**src/rtl/i2s_clk_if.sv**
```systemverilog
// Control and clock/strobe bundle between i2s_clk_ctrl (master) and the host/codec side (slave).
interface i2s_clk_if #(
  parameter int FRAME_BITS = 64
);
  localparam int BW = $clog2(FRAME_BITS);

  logic          start;
  logic          stop;
  logic          codec_rst_n;
  logic          bclk;
  logic          lrclk;
  logic          en;
  logic          frame_start;
  logic          busy;
  logic [BW-1:0] bit_cnt;

  modport master (
    input  start, stop,
    output codec_rst_n, bclk, lrclk, en, frame_start, busy, bit_cnt
  );

  modport slave (
    output start, stop,
    input  codec_rst_n, bclk, lrclk, en, frame_start, busy, bit_cnt
  );
endinterface

```
**src/rtl/i2s_clk_ctrl.sv**
```systemverilog
// I2S master clock sequencer: codec reset, bclk/lrclk generation, warm-up and graceful drain.
// All outputs registered; en strobes with each registered bclk rise while capturing.
module i2s_clk_ctrl #(
  parameter int BCLK_HALF     = 2,
  parameter int FRAME_BITS    = 64,
  parameter int RST_CYCLES    = 16,
  parameter int WARMUP_FRAMES = 2
) (
  input logic       clk,
  input logic       rst,
  i2s_clk_if.master bus
);
  localparam int BW = $clog2(FRAME_BITS);
  localparam int DW = (BCLK_HALF > 1) ? $clog2(BCLK_HALF) : 1;
  localparam int RW = $clog2(RST_CYCLES + 1);
  localparam int WW = $clog2(WARMUP_FRAMES + 1);

  typedef enum logic [2:0] {IDLE, CODEC_RST, WARMUP, RUN, DRAIN} state_t;

  state_t        state;
  logic [DW-1:0] div;
  logic [RW-1:0] rst_cnt;
  logic [WW-1:0] wu_cnt;
  logic          codec_rst_n;
  logic          bclk;
  logic          lrclk;
  logic          en;
  logic          frame_start;
  logic          busy;
  logic [BW-1:0] bit_cnt;

  logic          div_tc;
  logic          frame_end;
  logic [BW-1:0] bit_nxt;

  assign div_tc    = (div == DW'(BCLK_HALF - 1));
  assign bit_nxt   = bit_cnt + BW'(1);
  // Frame ends on the falling toggle that leaves the last bit of the frame.
  assign frame_end = div_tc && bclk && (&bit_cnt);

  always_ff @(posedge clk or posedge rst) begin
    if (rst) begin
      state       <= IDLE;
      div         <= '0;
      rst_cnt     <= '0;
      wu_cnt      <= '0;
      codec_rst_n <= 1'b0;
      bclk        <= 1'b0;
      lrclk       <= 1'b0;
      en          <= 1'b0;
      frame_start <= 1'b0;
      busy        <= 1'b0;
      bit_cnt     <= '0;
    end else begin
      en          <= 1'b0;
      frame_start <= 1'b0;
      case (state)
        IDLE: begin
          if (bus.start && !bus.stop) begin
            state   <= CODEC_RST;
            busy    <= 1'b1;
            rst_cnt <= '0;
            wu_cnt  <= '0;
          end
        end
        CODEC_RST: begin
          if (bus.stop) begin
            state <= IDLE;
            busy  <= 1'b0;
          end else if (rst_cnt == RW'(RST_CYCLES - 1)) begin
            codec_rst_n <= 1'b1;
            state       <= WARMUP;
          end else begin
            rst_cnt <= rst_cnt + RW'(1);
          end
        end
        WARMUP, RUN, DRAIN: begin
          if (state == WARMUP && bus.stop) begin
            // Abandon the partial frame and return straight to idle levels.
            state       <= IDLE;
            busy        <= 1'b0;
            codec_rst_n <= 1'b0;
            bclk        <= 1'b0;
            lrclk       <= 1'b0;
            bit_cnt     <= '0;
            div         <= '0;
          end else begin
            if (state == RUN && bus.stop) state <= DRAIN;
            if (!div_tc) begin
              div <= div + DW'(1);
            end else begin
              div  <= '0;
              bclk <= ~bclk;
              if (!bclk) begin
                en <= (state != WARMUP);
              end else begin
                bit_cnt <= bit_nxt;
                lrclk   <= bit_nxt[BW-1];
              end
            end
            if (frame_end) begin
              frame_start <= (state != WARMUP);
              if (state == WARMUP) begin
                if (wu_cnt == WW'(WARMUP_FRAMES - 1)) state <= RUN;
                else wu_cnt <= wu_cnt + WW'(1);
              end else if (state == DRAIN) begin
                // bclk falls on this same edge, so clocks park low from here.
                state       <= IDLE;
                busy        <= 1'b0;
                codec_rst_n <= 1'b0;
                lrclk       <= 1'b0;
                div         <= '0;
              end
            end
          end
        end
        default: state <= IDLE;
      endcase
    end
  end

  assign bus.codec_rst_n = codec_rst_n;
  assign bus.bclk        = bclk;
  assign bus.lrclk       = lrclk;
  assign bus.en          = en;
  assign bus.frame_start = frame_start;
  assign bus.busy        = busy;
  assign bus.bit_cnt     = bit_cnt;
endmodule

```
**src/flat_wrapper.sv**
```systemverilog
// flat-port wrapper written by rule: the top's interface ports become plain ports
module i2s_clk_ctrl_flat 
#(
  parameter int BCLK_HALF     = 2,
  parameter int FRAME_BITS    = 64,
  parameter int RST_CYCLES    = 16,
  parameter int WARMUP_FRAMES = 2
)
  (clk, rst, bus_start, bus_stop, bus_codec_rst_n, bus_bclk, bus_lrclk, bus_en, bus_frame_start, bus_busy, bus_bit_cnt);
  i2s_clk_if #(.FRAME_BITS(FRAME_BITS)) bus_i ();
  input logic clk;
  input logic rst;
  input wire logic [$bits(bus_i.start)-1:0] bus_start;
  input wire logic [$bits(bus_i.stop)-1:0] bus_stop;
  output wire logic [$bits(bus_i.codec_rst_n)-1:0] bus_codec_rst_n;
  output wire logic [$bits(bus_i.bclk)-1:0] bus_bclk;
  output wire logic [$bits(bus_i.lrclk)-1:0] bus_lrclk;
  output wire logic [$bits(bus_i.en)-1:0] bus_en;
  output wire logic [$bits(bus_i.frame_start)-1:0] bus_frame_start;
  output wire logic [$bits(bus_i.busy)-1:0] bus_busy;
  output wire logic [$bits(bus_i.bit_cnt)-1:0] bus_bit_cnt;
  assign bus_i.start = bus_start;
  assign bus_i.stop = bus_stop;
  assign bus_codec_rst_n = bus_i.codec_rst_n;
  assign bus_bclk = bus_i.bclk;
  assign bus_lrclk = bus_i.lrclk;
  assign bus_en = bus_i.en;
  assign bus_frame_start = bus_i.frame_start;
  assign bus_busy = bus_i.busy;
  assign bus_bit_cnt = bus_i.bit_cnt;
  i2s_clk_ctrl #(.BCLK_HALF(BCLK_HALF), .FRAME_BITS(FRAME_BITS), .RST_CYCLES(RST_CYCLES), .WARMUP_FRAMES(WARMUP_FRAMES)) u_core (.clk(clk), .rst(rst), .bus(bus_i));
endmodule
```
**config.mk**
```make
export PLATFORM = sky130hd
export DESIGN_NAME = i2s_clk_ctrl_flat
export DESIGN_NICKNAME = d
export VERILOG_FILES = /design/src/rtl/i2s_clk_if.sv /design/src/rtl/i2s_clk_ctrl.sv /design/src/flat_wrapper.sv
export SDC_FILE = /design/constraint.sdc
export NUM_CORES = 1
export LEC_CHECK = 0
export BUFFER_PORTS_ARGS = -buffer_cell sky130_fd_sc_hd__buf_2
export CAP_MARGIN = 10
export CORE_ASPECT_RATIO = 1.1
export CORE_UTILIZATION = 55
export CTS_CLUSTER_SIZE = 8
export DETAILED_ROUTE_END_ITERATION = 7
export PLACE_DENSITY = 0.82
export SLEW_MARGIN = 10
export SYNTH_ARGS = -nofsm -noshare
export SYNTH_HDL_FRONTEND = slang
export SYNTH_SLANG_ARGS = --single-unit
```
**constraint.sdc**
```tcl
create_clock -name clk -period 3.6 [get_ports clk]
set_input_delay 0.36 -clock clk [delete_from_list [all_inputs] [get_ports clk]]
set_output_delay 0.36 -clock clk [all_outputs]
set_load 0.01 [all_outputs]
```
======== After elaboration in Yosys (flattened, before gate mapping) ========
Index checks and enable logic that the tools add are counted.
storage, ports and cells
  output and inout bits ................... 12
  register bits after elaboration ......... 23
  bits of input ports ..................... 4
operators by class
  bitwise operators ....................... 1
  reductions and logical operators ........ 22
  eq/ne operators ......................... 20
  muxes and demuxes ....................... 53
  add/subtract/negate cells ............... 4
operators by type and width
  operator                                                                 number
  1-bit 2-to-1 mux                                                         28
  3-bit 2-to-1 mux                                                         9
  6-bit AND reduction                                                      4
  6-bit 2-to-1 mux                                                         3
  5-bit 2-to-1 mux                                                         3
  2-bit 2-to-1 mux                                                         5
  2-bit inequality test, second input constant                             5
  5-bit case mux with 2 select lines                                       1
  2-bit nonzero test                                                       5
  3-bit case mux with 3 select lines                                       1
  2-bit by 1-bit inequality test with 1-bit output, second input constant  4
  6-bit by 1-bit adder with 6-bit output, second input constant            1
  3-bit by 2-bit == test with 1-bit output, second input constant          2
  3-bit by 1-bit inequality test with 1-bit output, second input constant  2
  3-bit by 2-bit inequality test with 1-bit output, second input constant  2
  5-bit by 1-bit adder with 5-bit output, second input constant            1
  5-bit by 4-bit == test with 1-bit output, second input constant          1
  1-bit logical AND                                                        5
  2-bit case mux with 2 select lines                                       1
  2-bit AND reduction                                                      2
  4-bit AND reduction                                                      1
  3-bit by 1-bit == test with 1-bit output, second input constant          1
  3-bit == test, second input constant                                     1
  3-bit zero test                                                          1
  11 further kinds                                                         11

======== Depth between registers and ports, before layout ========
  depth after elaboration ................. 8
  depth in mapped cells ................... 8
  depth with buffers taken out ............ 7

======== Least setup slack after synthesis ========
Ideal clock, no wire load.
  kind .................................... flip-flop to flip-flop
  start point ............................. reg u_core.rst_cnt[0]
  end point ............................... reg u_core.rst_cnt[3]
  slack ................................... 1.615 ns
  stages on the path, launching flop included .. 8
  arrival ................................. 1.908 ns
  data required time ...................... 3.523 ns
  setup time .............................. 0.077 ns
  buffers on the path ..................... 1
  period minus slack after synthesis ...... 1.985 ns
  cells stage by stage .................... dfrtp_1 -> ha_1 -> and3_1 -> ha_1 -> clkbuf_1 -> and2_1 -> or4_1 -> a21oi_1
between the ends
  longest elaborated chain between the ends .. 4
ends and longest elaborated chain
  element                                 RTL line            RTL
  start: declaration                      i2s_clk_ctrl.sv:22  logic [RW-1:0] rst_cnt;
  start signal: assignment                i2s_clk_ctrl.sv:74  rst_cnt <= rst_cnt + RW'(1);
  5-bit by 1-bit adder with 5-bit output  i2s_clk_ctrl.sv:74
  5-bit 2-to-1 mux                        i2s_clk_ctrl.sv:70  end else if (rst_cnt == RW'(RST_CYCLES - 1)) begin
  5-bit 2-to-1 mux                        i2s_clk_ctrl.sv:67  if (bus.stop) begin
  5-bit case mux with 2 select lines      i2s_clk_ctrl.sv:57  case (state)
Parallel ways exist; a longest one is shown, timed or not. The select of a mux whose other input is x is not followed.
A chain may end at the register's enable or synchronous reset.

======== Worst setup path after layout ========
Ends and elaborated chain as after synthesis.

==> impl_metrics.csv <==
group,metric,value,unit
status,status,"completed",
layout,synthToLayoutAreaGrowth,7.07,%
floorplan,die_h,53.5,um
grt,grt_start_max_net_pins,24,
clock_tree,cts_tree,"done",
floorplan,coreArea,0.00227,sq mm
power_and_ir_drop,p_leak,0.616,nW
grt,grt_pass1_wl,4390,um
worst_setup_path,worstPathCellList,"ha_1 -> and3_1 -> ha_1 -> and2_1 -> or4_1 -> a21oi_1",
power_and_ir_drop,ir_worst_vdd,0.243,mV
routing,firstDrtPassIters,6,
yosys,async_reset_ff_share,100,%
power_and_ir_drop,powerDensity,328,mW/mm^2
layout,fill_cells,197,
clock_tree,clkSlewWorstSetupHoldPaths,0.12,ns
layout,seq_area,576,sq um
yosys,synthTopCellsByArea,"dfrtp_1 43%, a21oi_1 4.1%, ha_1 3.8%",
worst_setup_path,start_kind,"register",
yosys,yosys.area.top_type,"dfrtp_1",
routing,via_per_inst,6.02,
timing,finalClockSkew,0.00216,ns
yosys,synth_cells,140,
yosys,netlist.area_leader.share,43.4,%
timing,fmax,483,MHz
clock_tree,clk_latency,0.32,ns
worst_setup_path,worst-path-max-fanout,9,
routing,drt_iter0_markers,32,
worst_setup_path,r2r-start,"u_core.rst_cnt[0]",
routing,remaining_drc_errors,0,
routing,wl_per_cell,14.4,um
grt,antenna_found_initial,0,
clock_tree,cts_resized,0,
layout,drive_gt1_share,19.7,%
timing,max_slew_margin,44.3,%
timing,hold_viol_final,0,
layout,multi_input_area,683,sq um
yosys,synthDistinctLibCells,46,
worst_setup_path,critPathCaptureType,"register",
yosys,synth_common_cells,"23 x dfrtp_1, 13 x nand2_1, 11 x a21oi_1",
worst_setup_path,path_common_cell,"ha_1",
clock_tree,cts_sinks,23,
layout,antenna_cells,0,
clock_tree,cts-root-buf,"clkbuf_4",
layout,fin_nets,161,
yosys,synth_fp_nets,148,
worst_setup_path,crit_type,"register to register",
worst_setup_path,critPathSlowestCell,"or4_1",
floorplan,io_pins,16,
floorplan,core.rowCount,18,
timing,min_period,2.07,ns
timing,setup_tns,0,ns
worst_setup_path,rr_worst_depth,6,
yosys,synth.most_common_cell,"dfrtp_1",
run,drv_cap,0,
floorplan,dieArea,0.00261,sq mm
worst_setup_path,rr_endpoint,"u_core.rst_cnt[3]",
yosys,ys_seq_area_share,43.4,%
placed_design,port_buffers,15,
clock_tree,cts_max_path_buffers,2,
placed_design,hpwlAfterDp,1910,um
grt,grt_overflow,0,
yosys,ys_warn_count,0,
worst_setup_path,r2r_setup_slack,1.53,ns
timing,worst_pin_slew,0.834,ns
timing,rsz0062_at_grt,"false",
yosys,netlist_area,0.00133,sq mm
timing,post-route-period-util,57.6,%
clock_tree,htreeDepth,1,
clock_tree,cts_setup_buffers,0,
routing,ant_nets,0,
timing,timing.final.max_slew_violations,0,
layout,postLayoutCoreUtil,62.5,%
clock_tree,cts-buffers-inserted,3,
worst_setup_path,cp.required,3.86,ns
yosys,synth_seq_cells,23,
placed_design,gp_congestion,0.845,
grt,grt_pass1_vias,1013,
worst_setup_path,critPathArrivalTime,2.33,ns
worst_setup_path,crit_buf_inv,0,
floorplan,initial_utilization,58.4,%
floorplan,die_x,48.8,um
yosys,synth_ff_type,"dfrtp_1",
clock_tree,ctsHoldBuffers,0,
min_path,hold_class,"input pin to asynchronous set/reset pin",
worst_setup_path,crit_path_max_incr_delay,0.50,ns
grt,grt_use_total,22.6,%
yosys,synth_edf_count,0,
routing,totalWireLength,2620,um
timing,setup_viol,0,
worst_setup_path,path_delay_family,"simple AND/OR/NAND/NOR gates",
power_and_ir_drop,power.total,0.466,mW
yosys,synth.avg_cell_area,9.48,sq um
worst_setup_path,crit_cells,6,
routing,vias,1095,
-- per-stage QoR --
step                      area [sq um]  std cells  setup slack (ns)  hold WS, ns
final                             1420        182              1.53        0.180
after global routing              1420        182              1.41        0.273
after CTS                         1420        182              1.52        0.210
after detailed placement          1390        178              1.54        0.472
after global placement            1390        178              1.65        0.458
after floorplan                   1330        140              1.61        0.362
-- per-layer routing --
layer | up-vias | global-route usage [%] | wire length, um
met5 | - | 0 | 0
met4 | 0 | 13.7 | 53
met3 | 5 | 3.45 | 82
met2 | 24 | 36.6 | 1240
met1 | 531 | 29.1 | 1240
li1 | 535 | - | -
-- flip-flops by register name (all words and copies together) (netlist names), 2 cells and up --
name and cells:
u_core.bus.bit_cnt 6, u_core.rst_cnt 5, u_core.state 3, u_core.wu_cnt 2
-- cells by family after synthesis --
| family | synth area share [%] |
|---|---|
| and+or+nand+nor | 23.0 |
| AOI/OAI and AO/OA | 21.4 |
| DFF | 43.4 |
| buffers and inverters | 5.18 |
| xor gates and xnor gates | 3.30 |
| adders and majority gates | 3.77 |
-- report_power, final --
group	internal, mW	leakage [nW]	total (mW)	switching (mW)
registers	0.271	0.294	0.288	0.0170
logic	0.0252	0.304	0.0562	0.0310
clock network	0.0417	0.0177	0.122	0.0800
-- worst max-delay path by stage --
stage / slack, ns / from / endpoint
after floorplan: 1.61 / u_core.rst_cnt[0] / u_core.rst_cnt[3]
after global placement: 1.65 / u_core.rst_cnt[0] / u_core.rst_cnt[3]
after detailed placement: 1.54 / u_core.rst_cnt[0] / u_core.rst_cnt[3]
after CTS: 1.52 / u_core.rst_cnt[0] / u_core.rst_cnt[3]
after global routing: 1.41 / u_core.rst_cnt[0] / u_core.rst_cnt[3]
final: 1.53 / u_core.rst_cnt[0] / u_core.rst_cnt[3]
-- cell usage in the layout (no fill, tap or decap), types with 5 or more instances in the layout --
| cell | synthesis | final |
|---|---|---|
| a21oi_1 | 11 | 11 |
| buf_2 | 4 | 15 |
| dfrtp_1 | 23 | 23 |
| inv_1 | 5 | 5 |
| nand2_1 | 13 | 13 |
| nor2_1 | 8 | 8 |
| o21ai_0 | 5 | 5 |
-- cell type report --
class,count,area share [%]
Sequential cell,23,40.5
Multi-Input combinational cell,104,48.1
Clock inverter,1,0.352
Timing Repair Buffer,15,5.28
Clock buffer,3,1.58
Inverter,6,1.58
Tap cell,30,2.64
Note: power is estimated with default switching activity, not from simulation.
